**src/rtl/countdown_scheduler.sv**
```systemverilog
// countdown_scheduler: NCH countdown channels sharing one WIDTH-bit decrementer,
// serviced round-robin on tick cycles. Reports per-channel count/busy/done.
// Optional feature: define COUNTDOWN_SCHEDULER_AUTO_RELOAD_EN to add per-channel
// periodic reload (reload_en input plus a reload register per channel).
module countdown_scheduler #(
    parameter int unsigned NCH   = 4,
    parameter int unsigned WIDTH = 4,
    parameter int unsigned PW    = 2
) (
    input  logic                  clk,
    input  logic                  rst_n,
    input  logic                  tick,
    input  logic [NCH-1:0]        ld_en,
    input  logic [NCH*WIDTH-1:0]  ld_val,
    input  logic [NCH-1:0]        stop,
`ifdef COUNTDOWN_SCHEDULER_AUTO_RELOAD_EN
    input  logic [NCH-1:0]        reload_en,
`endif
    output logic [NCH*WIDTH-1:0]  count,
    output logic [NCH-1:0]        busy,
    output logic [NCH-1:0]        done,
    output logic                  gnt_valid,
    output logic [PW-1:0]         gnt_ch
);

    localparam int unsigned LAST_CH = NCH - 1;

    logic [NCH-1:0][WIDTH-1:0] count_q, count_d;
    logic [NCH-1:0]            busy_q, busy_d;
    logic [NCH-1:0]            done_q, done_d;
    logic                      gnt_valid_q, gnt_valid_d;
    logic [PW-1:0]             gnt_ch_q, gnt_ch_d;
    logic [PW-1:0]             ptr_q, ptr_d;
`ifdef COUNTDOWN_SCHEDULER_AUTO_RELOAD_EN
    logic [NCH-1:0][WIDTH-1:0] reload_q, reload_d;
`endif

    logic [NCH-1:0]   elig_c;
    logic             found_c;
    logic [PW-1:0]    grant_c;
    logic [PW-1:0]    scan_idx_c;
    logic [WIDTH-1:0] dec_out_c;

    // Cyclic successor; wraps explicitly so unused codes are never reached.
    function automatic logic [PW-1:0] next_idx(input logic [PW-1:0] x);
        return (x == PW'(LAST_CH)) ? '0 : x + PW'(1);
    endfunction

    // Round-robin arbiter over eligible channels, starting at ptr.
    always_comb begin
        elig_c     = busy_q & ~ld_en & ~stop;
        found_c    = 1'b0;
        grant_c    = '0;
        scan_idx_c = ptr_q;
        for (int k = 0; k < int'(NCH); k++) begin
            if (tick && !found_c && elig_c[scan_idx_c]) begin
                found_c = 1'b1;
                grant_c = scan_idx_c;
            end
            scan_idx_c = next_idx(scan_idx_c);
        end
    end

    // The single shared decrement unit.
    always_comb dec_out_c = count_q[grant_c] - WIDTH'(1);

    // Next-state: load beats stop beats decrement.
    always_comb begin
        count_d     = count_q;
        busy_d      = busy_q;
        done_d      = '0;
        gnt_valid_d = found_c;
        gnt_ch_d    = found_c ? grant_c : gnt_ch_q;
        ptr_d       = found_c ? next_idx(grant_c) : ptr_q;
`ifdef COUNTDOWN_SCHEDULER_AUTO_RELOAD_EN
        reload_d    = reload_q;
`endif
        for (int i = 0; i < int'(NCH); i++) begin
            if (ld_en[i]) begin
                count_d[i] = ld_val[i*WIDTH +: WIDTH];
                if (ld_val[i*WIDTH +: WIDTH] != '0) begin
                    busy_d[i] = 1'b1;
`ifdef COUNTDOWN_SCHEDULER_AUTO_RELOAD_EN
                    reload_d[i] = ld_val[i*WIDTH +: WIDTH];
`endif
                end else begin
                    busy_d[i] = 1'b0;
                    done_d[i] = 1'b1;
                end
            end else if (stop[i]) begin
                busy_d[i] = 1'b0;
            end else if (found_c && (grant_c == PW'(i))) begin
                count_d[i] = dec_out_c;
                if (dec_out_c == '0) begin
                    done_d[i] = 1'b1;
`ifdef COUNTDOWN_SCHEDULER_AUTO_RELOAD_EN
                    if (reload_en[i]) begin
                        count_d[i] = reload_q[i];
                    end else begin
                        busy_d[i] = 1'b0;
                    end
`else
                    busy_d[i] = 1'b0;
`endif
                end
            end
        end
    end

    // State registers with asynchronous active-low reset.
    always_ff @(posedge clk or negedge rst_n) begin
        if (!rst_n) begin
            count_q     <= '0;
            busy_q      <= '0;
            done_q      <= '0;
            gnt_valid_q <= 1'b0;
            gnt_ch_q    <= '0;
            ptr_q       <= '0;
`ifdef COUNTDOWN_SCHEDULER_AUTO_RELOAD_EN
            reload_q    <= '0;
`endif
        end else begin
            count_q     <= count_d;
            busy_q      <= busy_d;
            done_q      <= done_d;
            gnt_valid_q <= gnt_valid_d;
            gnt_ch_q    <= gnt_ch_d;
            ptr_q       <= ptr_d;
`ifdef COUNTDOWN_SCHEDULER_AUTO_RELOAD_EN
            reload_q    <= reload_d;
`endif
        end
    end

    assign count     = count_q;
    assign busy      = busy_q;
    assign done      = done_q;
    assign gnt_valid = gnt_valid_q;
    assign gnt_ch    = gnt_ch_q;

endmodule

```
**config.mk**
```make
export PLATFORM = sky130hd
export DESIGN_NAME = countdown_scheduler
export DESIGN_NICKNAME = d
export VERILOG_FILES = /design/src/rtl/countdown_scheduler.sv
export SDC_FILE = /design/constraint.sdc
export NUM_CORES = 1
export LEC_CHECK = 0
export ABC_CLOCK_PERIOD_IN_PS = 3000
export CAP_MARGIN = 10
export CORE_MARGIN = 3
export CORE_UTILIZATION = 44
export CTS_CLUSTER_DIAMETER = 60
export DETAILED_ROUTE_END_ITERATION = 6
export PLACE_DENSITY = 0.74
export SETUP_SLACK_MARGIN = 0.02
export SYNTH_ARGS = -nofsm -noshare
export SYNTH_HDL_FRONTEND = slang
export SYNTH_SLANG_ARGS = --single-unit
```
**constraint.sdc**
```tcl
create_clock -name clk -period 3 [get_ports clk]
set_input_delay 0.6 -clock clk [delete_from_list [all_inputs] [get_ports clk]]
set_output_delay 0.6 -clock clk [all_outputs]
set_load 0.03 [all_outputs]
```
## Word-level counts from Yosys, hierarchy flattened

Cells that the tools add are included.

| word-level totals | value |
|---|---|
| register bits after elaboration | 29 |
| bits in latches | 0 |
| bits in writable memories | 0 |
| memory bits (read-only) | 0 |
| output and inout bits | 27 |
| word-level logic and storage cells | 144 |
| memories | 0 |

| operators by class | value |
|---|---|
| $add $sub $neg | 5 |
| $mul | 0 |
| divide/modulo/power cells | 0 |
| magnitude comparators | 5 |
| equal/unequal tests | 10 |
| shift operators | 0 |
| mux-type cells | 68 |
| bitwise logic cells | 4 |
| reductions and logical operators | 40 |

Operators by type and width:

| kind | number |
|---|---|
| $mux 4 | 13 |
| $mux 1 | 42 |
| $reduce_bool 3->1 | 8 |
| $mux 2 | 8 |
| $reduce_and 2->1 | 8 |
| $reduce_bool 4->1 | 4 |
| $lt 2x3->1 const B | 5 |
| $logic_and 1x1->1 | 11 |
| $eq 2x2->1 const B | 5 |
| $add 2x1->2 const B | 4 |
| $and 4x4->4 | 2 |
| $bmux 1 s2 | 4 |
| $bmux 4 s2 | 1 |
| $ne 2x2->1 const B | 4 |
| $not 4->4 | 2 |
| $reduce_bool 2->1 | 4 |
| $logic_not 4->1 | 1 |
| $sub 4x1->4 const B | 1 |
| $logic_not 1->1 | 3 |
| $eq 2x1->1 const B | 1 |
| $logic_not 2->1 | 1 |

## Logic depth before layout (Yosys ltp)

Gate-level depths: netlist of the first run.

| depth | value |
|---|---|
| depth after elaboration | 27 |
| depth in mapped cells | 14 |

## Worst setup path before layout of the first run

OpenSTA, ideal clock, no wires.

| timing path | value |
|---|---|
| path type | input to register |
| start | input port ld_en[1] |
| end | register busy_q[0] (netlist: busy[0]) |
| library setup time | 80 ps |
| arrival time | 3,413 ps |
| data required time | 2,920 ps |
| setup slack | -493 ps |
| stages on the path | 13 |
| buffers on the path | 2 |
| path through | or3b_1 buf_2 mux4_2 o21ai_4 o221ai_2 and2_4 buf_6 a32oi_1 inv_1 ha_1 and4b_4 a21oi_4 a2bb2oi_1 |

| on the way | value |
|---|---|
| word-level cells in the longest chain between the ends | 25 |
| elaborated cells on any way between the ends | 38 |

RTL lines:

| item | line | RTL |
|---|---|---|
| from (decl) | 13 | `input logic [NCH-1:0] ld_en,` |
| $not 4->4 * | 51 | `elig_c = busy_q & ~ld_en & ~stop;` |
| $and 4x4->4 * (2 in series) | 51 |  |
| $bmux 1 s2 | 56 | `if (tick && !found_c && elig_c[scan_idx_c]) begin` |
| $mux 1 (not written as such) | 56 |  |
| $logic_and 1x1->1 | 56 |  |
| $mux 1 | 56 |  |
| $logic_not 1->1 | 56 |  |
| $logic_and 1x1->1 (2 in series) | 56 |  |
| (+8 left out) | - |  |
| $mux 2 * | 56 |  |
| net grant_c[0] | 40 | `logic [PW-1:0] grant_c;` |
| $bmux 4 s2 | 65 | `always_comb dec_out_c = count_q[grant_c] - WIDTH'(1);` |
| $mux 4 (not written as such) | 65 |  |
| $sub 4x1->4 | 65 |  |
| $logic_not 4->1 | 94 | `if (dec_out_c == '0) begin` |
| $reduce_bool 3->1 (no line) | - |  |
| $reduce_and 2->1 (no line) * | - |  |
| to (signal assigned) | 124 | `busy_q <= busy_d;` |
| to (decl) | 29 | `logic [NCH-1:0] busy_q, busy_d;` |

Mark *: on every way through the listed nets, which the timed path passes. The rest lies on a longest branch. The select of a mux whose other input is x is not followed.
A chain may end at the register's enable or synchronous reset.

## Final worst setup path of the first run

| timing path | value |
|---|---|
| start | register ptr_q[1] |
| end | register busy_q[0] (netlist: busy[0]) |

| on the way | value |
|---|---|
| word-level cells in the longest chain between the ends | 22 |
| elaborated cells on any way between the ends | 44 |

RTL lines:

| item | line | RTL |
|---|---|---|
| from (decl) | 33 | `logic [PW-1:0] ptr_q, ptr_d;` |
| from (signal assigned) | 128 | `ptr_q <= ptr_d;` |
| parallel branches: the longest is 21 deep, another holds $add 2x1->2 | - |  |
| $reduce_and 2->1 (no line) * | - |  |

Mark *: on every way between the ends. The select of a mux whose other input is x is not followed.

==> run summary, run 1 <==
status - finished, violations left
violated checks - negative setup slack
vias in the first global route - 2360
Total Routed Length - 8420 um
Slew Viols, Final - 0
Worst path top cell family by delay - simple AND/OR/NAND/NOR gates
Pwr Density - 910 nW/um2
async set or reset register ratio after synthesis - 100%
worst-path cell chain - ha_4 -> or2_4 -> nor3b_4 -> buf_6 -> o32ai_4 -> buf_4 -> nor3_2 -> a211oi_2 -> buf_4 -> a32oi_4 -> inv_2 -> ha_4 -> and4b_4 -> a21oi_4 -> buf_6 -> a2bb2oi_2
clock root cell - clkbuf_8
Synth Flop Type - dfrtp_1
Finished Layout Cells - 411
min Tclk post-route - 3.27 ns
final core occ - 86.7%
detailed-placement wirelength estimate - 5020 um
Worst Tran Pin Value - 0.450 ns
commonest non-fill, non-tap cell in the layout - buf_4
# DRC - 0
Avg Cell Area, Syn - 9.22 um2
met2 usage - 49.6%
gr ovfl total - 0
CTS sink cnt - 29
die width - 75.0 um
fin crit share - 109%
CP Launch Point - ptr_q[1]$_DFFE_PN0N_
skew final - 0.00448 ns
Tot Pwr - 3.53 mW
Clk pwr share - 9.0%
Worst setup EP type - register
final RePlAce weighted congestion - 0.898
row count - 24
internal power - 1.95 mW
die height - 75.0 um
Max stage delay cell, worst path - dfrtp_1
# fillers - 202
Leak - 1.67 nW
ANT nets after route - 0
H-tree levels - 2
largest net degree at the start of global routing - 30
sequential area share after synthesis - 34.7%
Net Switching - 1.59 mW
switching part of the total - 44.9%
Reg power frac - 14.9%
die area - 5620 um2
area grow syn2layout - 85.4%
Synthesized Nets - 261
Core ar. - 4470 um2
initial antenna violation count - 0
minimum hold slack - 0.554 ns
GR Util met1 - 31.6%
R2R Path Start - ptr_q[1]$_DFFE_PN0N_
via count - 2442
CP Launch Type - register
share of layout cells above drive strength 1 - 49.3%
final hold violations - 0
synthesized instance count - 227
most frequent cells in the layout - buf_4 (64), clkdlybuf4s50_1 (45), dfrtp_1 (29)
Antenna diodes - 0
Post-synth EDFFs - 0
CTS tree - built
routed len/inst - 20.5 um
final setup violating endpoints - 18
port bufs - 53
busiest grt layer - met2
I/O pins - 54
Arrival @ worst endpoint - 3.48 ns
Netlist Area Pre-Place - 2090 um2
first-pass GRT wire length - 11600 um
CP required - 3.21 ns
total CTS buffers - 5
critical path peak fanout - 6
crit-path max cell delay - 0.42 ns
Starting Density - 46.8%
Nets - 392
WP buf/inv - 5
final worst slack - -0.265 ns
clk slew on worst S/H paths - 0.07 ns
Slew headroom - 69.8%
initial drt markers - 228
Max Clk Rate - 306 MHz
Comb power frac - 76.1%
clk_lat worst skew - 0.28 ns
critical path class - register to register
grt met3 use - 6.81%
Yosys reg bits - 29
drt pass-1 iters - 4
max cap viols - 0
Vias/cell - 5.94
Min-Delay Path Class - register to register
GRT Total Usage - 27.9%
CTS Buffer Depth - 2
RSZ-0062 raised after global routing - yes
library cells used by synthesis - 54
Peak VDD IR - 771 uV
hold path startpoint - gnt_ch[1]$_DFFE_PN0N_
Placed Cells - 386
Synth Warn # - 0
flip-flops by register name, indices dropped and copies added (netlist names):
| register | cells |
|---|---|
| count | 16 |
| gnt_valid | 1 |
| done | 4 |
| ptr_q | 2 |
| busy | 4 |
| gnt_ch | 2 |
final timing paths:
check | endpoint | slack, ns | cells after the start
hold / removal | gnt_ch[1]$_DFFE_PN0N_ | 0.55 | 2
hold reg to reg | gnt_ch[1]$_DFFE_PN0N_ | 0.55 | 2
min in group asynchronous | gnt_ch[1]$_DFFE_PN0N_ | 0.70 | 2
setup / recovery | busy[0]$_DFFE_PN0P_ | -0.27 | 16
max in group asynchronous | busy[3]$_DFFE_PN0P_ | 2.01 | 2
setup reg to reg | busy[0]$_DFFE_PN0P_ | -0.27 | 16
power groups by stage:
| stage | clock [mW] | combinational, mW | sequential (mW) |
|---|---|---|---|
| global route | 0.334 | 2.82 | 0.534 |
| global placement | 0 | 1.84 | 0.519 |
| detailed placement | 0 | 1.88 | 0.521 |
| floorplan | 0 | 0.949 | 0.631 |
| CTS | 0.317 | 2.19 | 0.521 |
| finish | 0.318 | 2.69 | 0.528 |
what timing repair did:
action | 4_1_cts | 5_1_grt
resized for setup | 84 | 69
hold buffers | 0 | 0
endpoints found under the setup margin | 25 | 24
buffers inserted | 13 | 6
pin swaps | 20 | 25
per-layer routing:
| layer | vias to the layer above | routed length, um |
|---|---|---|
| li1 | 1097 | - |
| met2 | 102 | 4350 |
| met3 | 36 | 427 |
| met4 | 0 | 362 |
| met5 | - | 0 |
| met1 | 1207 | 3280 |
kinds of logic (layout without fill, tap and decap cells):
logic type      Yosys count  count (layout)  share of synthesized area (%)
fa+ha+maj                 7               7                           4.18
mux                      17              17                           9.38
compound gates           64              64                           22.7
flops                    29              29                           34.7
simple gates             86              86                           22.8
buf+inv                  21             153                           4.66
xor+xnor                  3               3                           1.61
tightest hold or removal path: cells and delay by family (launching register included):
family	cells	cell delay (ns)
AO/OA/AOI/OAI	1	0.07
buffers and inverters	1	0.05
flip-flops	1	0.38
cell type report:
cell class	count	area, um2	share of cell area (%)
sequential	29	726	18.7
tap	52	65.1	1.68
inverter	9	41.3	1.06
multi-input combinational	177	1740	44.9
clock inverter	2	10.0	0.258
timing repair buffer	136	1220	31.5
clock buffer	6	72.6	1.87
cell usage after synthesis (all sizes together), types with 2 or more instances:
cell	number	area, um2
dfrtp	29	726
o21ai	28	151
nand2	24	90.1
nor2	16	65.1
mux2i	15	163
nand3	12	60.1
a21oi	11	66.3
inv	8	30.0
ha	7	87.6
buf	6	36.3
clkbuf	6	22.5
nor3	5	30.0
o31ai	5	57.6
a211oi	4	40.0
a2bb2oi	4	35.0
nand3b	4	30.0
nor3b	4	40.0
nor4	4	25.0
or3b	4	35.0
nand2b	3	18.8
a32oi	2	36.3
and2	2	15.0
nor4b	2	17.5
o32ai	2	17.5
or3	2	12.5
xor2	2	17.5
metrics by stage:
stage	worst slack, ns	instance area [um2]	TNS (ns)
CTS	-0.119	3560	-1.57
detailed placement	-1.01	3160	-21.42
floorplan	-0.346	2130	-4.30
global route	-0.360	3880	-5.46
finish	-0.265	3880	-3.30
global placement	-0.861	3160	-19.34
(Power assumes the default switching activity.)
==> run 2, diff against run 1 <==
--- a/config.mk
+++ b/config.mk
@@ -7,11 +7,14 @@
 export LEC_CHECK = 0
 export ABC_CLOCK_PERIOD_IN_PS = 3000
 export CAP_MARGIN = 10
+export CELL_PAD_IN_SITES_DETAIL_PLACEMENT = 1
+export CELL_PAD_IN_SITES_GLOBAL_PLACEMENT = 2
 export CORE_MARGIN = 3
-export CORE_UTILIZATION = 44
+export CORE_UTILIZATION = 26
 export CTS_CLUSTER_DIAMETER = 60
 export DETAILED_ROUTE_END_ITERATION = 6
-export PLACE_DENSITY = 0.74
+export GPL_ROUTABILITY_DRIVEN = 1
+export PLACE_DENSITY = 0.73
 export SETUP_SLACK_MARGIN = 0.02
 export SYNTH_ARGS = -nofsm -noshare
 export SYNTH_HDL_FRONTEND = slang
==> run 2 against run 1 <==
  * The flow still finishes with violations (negative setup slack)
  * Combinational power fell by 7.4%
  * Non-clock buffer count shrank 3
  * Fmax is 1.6% lower
  * Die area grew 63%
  * Critical path type is now input pin to register
  * Sequential share of layout area up 0.067 points
  * Critical endpoint is now busy[3]$_DFFE_PN0P_
  * Largest power group unchanged
  * Global-route usage shrank 10 points
  * Highest routed layer unchanged
  * Clock-buffer cell count rose by 2
  * Final area decreased by 0.35%
  * Power shrank 6.1%
  * First-iteration DRC count decreased by 79%
  * Utilization decreased by 37 points
==> run summary, run 2 (synthesized netlist as in run 1, its figures left out) <==
status - finished, violations left
violated checks - negative setup slack
Vias/cell - 4.99
Tot Pwr - 3.32 mW
port bufs - 53
most frequent cells in the layout - buf_4 (59), clkdlybuf4s50_1 (45), dfrtp_1 (29)
Peak VDD IR - 590 uV
final RePlAce weighted congestion - 0.868
Arrival @ worst endpoint - 3.53 ns
H-tree levels - 2
Core ar. - 7770 um2
switching part of the total - 44.6%
commonest non-fill, non-tap cell in the layout - buf_4
Worst setup EP type - register
Clk pwr share - 9.4%
CTS Buffer Depth - 2
drt pass-1 iters - 4
CP required - 3.21 ns
GRT Total Usage - 17.9%
die width - 95.7 um
CTS sink cnt - 29
detailed-placement wirelength estimate - 5870 um
Slew Viols, Final - 0
Placed Cells - 430
Nets - 389
CP Launch Point - stop[0]
Largest register FFs - 16
hold path startpoint - gnt_ch[1]$_DFFE_PN0N_
routed len/inst - 17.9 um
row count - 32
Slew headroom - 53.8%
# DRC - 0
Pwr Density - 858 nW/um2
clk_lat worst skew - 0.28 ns
fin crit share - 111%
first-pass GRT wire length - 12500 um
die area - 9160 um2
minimum hold slack - 0.530 ns
final hold violations - 0
share of layout cells above drive strength 1 - 46.3%
initial antenna violation count - 0
Leak - 1.63 nW
R2R Path Start - ptr_q[0]$_DFFE_PN0N_
RSZ-0062 raised after global routing - yes
Starting Density - 26.9%
die height - 95.7 um
Total Routed Length - 8180 um
ANT nets after route - 0
Worst Tran Pin Value - 0.686 ns
Finished Layout Cells - 458
Min-Delay Path Class - register to register
critical path peak fanout - 5
post-place setup slack - -1.12 ns
final setup violating endpoints - 22
total CTS buffers - 5
vias in the first global route - 2316
Comb power frac - 74.9%
Net Switching - 1.48 mW
gr ovfl total - 0
clock root cell - clkbuf_8
hold buffers post-CTS - 0
CTS tree - built
skew final - 0.00325 ns
internal power - 1.84 mW
min Tclk post-route - 3.32 ns
max cap viols - 0
via count - 2286
CP Launch Type - input pin
Reg power frac - 15.6%
critical path class - input pin to register
final worst slack - -0.319 ns
reg2reg setup slack - -0.30 ns
I/O pins - 54
largest net degree at the start of global routing - 30
initial drt markers - 49
Antenna diodes - 0
Max Clk Rate - 301 MHz
clk slew on worst S/H paths - 0.06 ns
area grow syn2layout - 84.8%
-- run 2: changes by cell type in the layout (fill, tap and decap cells not counted), sizes merged --
cell	delta
clkbuf	+2
buf	-3
clkinv	-2
-- run 2: power groups by stage --
stage / logic [mW] / registers [mW] / clock network [mW]
after floorplan: 0.949 / 0.631 / 0
after global placement: 1.76 / 0.522 / 0
after detailed placement: 1.80 / 0.522 / 0
after CTS: 2.13 / 0.516 / 0.326
after global routing: 2.67 / 0.526 / 0.338
final: 2.49 / 0.518 / 0.313
-- run 2: worst paths after layout --
check	cells after the start	to
worst max register to register	15	busy[3]$_DFFE_PN0P_
worst min-delay path	2	gnt_ch[1]$_DFFE_PN0N_
max in group asynchronous	2	busy[0]$_DFFE_PN0P_
min in group asynchronous	2	busy[1]$_DFFE_PN0P_
worst max-delay path	14	busy[3]$_DFFE_PN0P_
worst min register to register	2	gnt_ch[1]$_DFFE_PN0N_
-- run 2: repair_timing --
| action | in CTS | in global routing |
|---|---|---|
| setup buffers | 10 | 11 |
| gates resized for setup | 84 | 53 |
| setup endpoints to repair | 25 | 24 |
| pin swaps | 23 | 23 |
-- run 2: cell type report --
cell class                      instances  area [um2]
Fill cell                             877        3900
Multi-Input combinational cell        177        1680
Timing Repair Buffer                  133        1220
Sequential cell                        29         726
Tap cell                              102         128
Clock buffer                            8        80.1
Inverter                                9        38.8
-- run 2: metrics by stage --
| stage | util [%] | setup TNS (ns) | area (um2) |
|---|---|---|---|
| after global routing | 49.8 | -7.13 | 3870 |
| after detailed placement | 40.9 | -23.88 | 3170 |
| after global placement | 40.9 | -22.67 | 3170 |
| final | 49.8 | -4.44 | 3870 |
| after CTS | 45.4 | -3.88 | 3530 |
| after floorplan | - | -4.30 | 2130 |
-- run 2: routing by layer --
| layer | share of wire (%) | wire length, um | GRT usage, % | vias to the layer above |
|---|---|---|---|---|
| met5 | 0 | 0 | 0 | - |
| met4 | 1.0 | 85 | 4.27 | 0 |
| met3 | 3.2 | 263 | 2.50 | 8 |
| met2 | 53 | 4350 | 30.2 | 47 |
| met1 | 43 | 3490 | 24.2 | 1140 |
| li1 | - | - | - | 1091 |
-- run 2: critical path, stage by stage --
cell and delay (ns):
buf_8 0.10, or3b_4 0.42, buf_6 0.13, mux4_2 0.48, o21ai_4 0.14, o221ai_4 0.17
and2_4 0.21, a32oi_4 0.32, inv_2 0.09, ha_4 0.19, and4b_4 0.20, a21oi_4 0.17
buf_6 0.17, a2bb2oi_2 0.14
==> run 3, diff against run 2 <==
--- a/config.mk
+++ b/config.mk
@@ -10,12 +10,13 @@
 export CELL_PAD_IN_SITES_DETAIL_PLACEMENT = 1
 export CELL_PAD_IN_SITES_GLOBAL_PLACEMENT = 2
 export CORE_MARGIN = 3
-export CORE_UTILIZATION = 26
+export CORE_UTILIZATION = 27
+export CTS_BUF_LIST = sky130_fd_sc_hd__clkbuf_4 sky130_fd_sc_hd__clkbuf_8
 export CTS_CLUSTER_DIAMETER = 60
 export DETAILED_ROUTE_END_ITERATION = 6
 export GPL_ROUTABILITY_DRIVEN = 1
-export PLACE_DENSITY = 0.73
-export SETUP_SLACK_MARGIN = 0.02
+export GPL_TIMING_DRIVEN = 0
+export PLACE_DENSITY = 0.76
 export SYNTH_ARGS = -nofsm -noshare
 export SYNTH_HDL_FRONTEND = slang
 export SYNTH_SLANG_ARGS = --single-unit
==> run 3 against run 2 <==
  * The run still ends with negative setup slack left
  * Fmax rose by 2.4%
  * Worst hold slack got worse by 0.17 ns
  * Sequential power rose by 1%
  * Critical path type unchanged
  * Largest cell class unchanged
==> run summary, run 3 (synthesized netlist as in run 1, its figures left out) <==
Core ar. - 7370 um2
Starting Density - 28.4%
Largest register FFs - 16
row count - 31
share of layout cells above drive strength 1 - 38.5%
worst-path cell chain - buf_8 -> or3b_1 -> buf_6 -> mux4_2 -> o21ai_4 -> o221ai_4 -> and2_4 -> a32oi_4 -> inv_2 -> ha_2 -> and4b_4 -> a21oi_4 -> buf_6 -> a2bb2oi_2
die area - 8850 um2
Antenna diodes - 0
area of the multi-input gates - 1600 um2
gr ovfl total - 0
Min-Delay Path Class - input pin to asynchronous set/reset pin
CP Launch Type - input pin
critical path's most frequent cell - buf_6
clock root cell - clkbuf_8
critical path class - input pin to register
total CTS buffers - 5
reg2reg setup slack - -0.21 ns
Comb power frac - 71.0%
Worst path top cell family by delay - compound AO/OA/AOI/OAI gates
status - finished, violations left
clk_lat worst skew - 0.28 ns
Leak - 1.46 nW
skew final - 0.00580 ns
Clk pwr share - 11.5%
switching part of the total - 45.9%
RSZ-0062 raised after global routing - yes
initial antenna violation count - 0
crit-path max cell delay - 0.48 ns
CP required - 3.21 ns
initial drt markers - 61
routed len/inst - 18.3 um
Vias/cell - 5.16
# DRC - 0
via count - 2171
Max stage delay cell, worst path - mux4_2
final hold violations - 0
drt pass-1 iters - 4
max cap viols - 0
critical path peak fanout - 6
violated checks - negative setup slack
commonest non-fill, non-tap cell in the layout - clkdlybuf4s50_1
CTS sink cnt - 29
first-pass GRT wire length - 12400 um
GRT Total Usage - 17.9%
Peak VDD IR - 489 uV
Pwr Density - 859 nW/um2
Slew headroom - 52.3%
Sequential cell area - 727 um2
Slew Viols, Final - 0
Reg power frac - 17.5%
CTS Buffer Depth - 2
H-tree levels - 2
CTS tree - built
internal power - 1.62 mW
WP buf/inv - 4
Area after DPL - 2780 um2
final RePlAce weighted congestion - 0.782
clk slew on worst S/H paths - 0.07 ns
Total Routed Length - 7690 um
# fillers - 832
die width - 94.1 um
Tot Pwr - 2.99 mW
minimum hold slack - 0.365 ns
final setup violating endpoints - 21
fin crit share - 108%
die height - 94.1 um
Nets - 356
most frequent cells in the layout - clkdlybuf4s50_1 (43), buf_4 (30), dfrtp_1 (28)
area grow syn2layout - 66.5%
vias in the first global route - 2351
Arrival @ worst endpoint - 3.45 ns
post-place setup slack - -1.39 ns
final non-filler cell area - 3490 um2
setup_tns - -3.52 ns
Max Clk Rate - 308 MHz
min Tclk post-route - 3.24 ns
Net Switching - 1.37 mW
I/O pins - 54
ANT nets after route - 0
final worst slack - -0.242 ns
port bufs - 53
Worst setup EP type - register
detailed-placement wirelength estimate - 5150 um
Worst Tran Pin Value - 0.716 ns
largest net degree at the start of global routing - 30
## run 3: cell types whose count changed in the layout (fill, tap and decap cells not counted), sizes merged
| cell | before | now |
|---|---|---|
| clkbuf | 8 | 13 |
| dlygate4sd2 | 0 | 1 |
| buf | 88 | 50 |
| clkdlybuf4s50 | 45 | 43 |
## run 3: cell type report
class,instances,area share [%]
multi-input combinational,177,46.0
inverter,9,1.11
buffer,9,1.83
sequential,29,20.9
timing repair buffer,91,24.1
clock buffer,7,2.58
tap,99,3.55
## run 3: metal layers
metal	up-vias	track usage, %	routed length [um]	share of wire (%)
met3	12	2.80	227	3.0
met4	0	6.14	109	1.4
met1	1092	23.4	3450	45
li1	1021	-	-	-
met5	-	0	0	0
met2	46	30.0	3910	51
## run 3: what timing repair did
action,CTS,global route
endpoints found under the setup margin,28,24
buffers inserted,30,8
hold buffers,0,0
pin swaps,19,15
gates resized for setup,95,30
## run 3: power groups by stage
stage	combinational, mW	clock (mW)	sequential (mW)
2_1_floorplan	0.949	0	0.631
6_report	2.13	0.345	0.523
3_5_place_dp	1.51	0	0.528
3_3_place_gp	1.49	0	0.528
5_1_grt	2.27	0.369	0.534
4_1_cts	1.95	0.355	0.517
## run 3: through the flow
step	util, %	std cells
5_1_grt	47.3	421
2_1_floorplan	-	227
4_1_cts	44.9	414
3_3_place_gp	37.8	379
3_5_place_dp	37.8	379
6_report	47.3	421
## run 3: worst paths after layout
path / start / endpoint / cells past startpoint
hold / removal: rst_n / count[15]$_DFFE_PN0P_ / 1
setup / recovery: ld_en[3] / busy[2]$_DFFE_PN0P_ / 14
hold reg to reg: gnt_ch[1]$_DFFE_PN0N_ / gnt_ch[1]$_DFFE_PN0N_ / 2
min in group clk: gnt_ch[1]$_DFFE_PN0N_ / gnt_ch[1]$_DFFE_PN0N_ / 2
setup reg to reg: busy[3]$_DFFE_PN0P_ / busy[2]$_DFFE_PN0P_ / 13
max in group asynchronous: rst_n / ptr_q[1]$_DFFE_PN0N_ / 1
## run 3: worst reg2reg max path: cells and delay by family, from the launching register on
kind / cells / cell delay (ns)
and+or+nand+nor: 3 / 0.81
adders and majority gates: 1 / 0.20
AOI/OAI and AO/OA: 5 / 0.87
DFF: 1 / 0.39
buffers and inverters: 3 / 0.39
muxes: 1 / 0.48
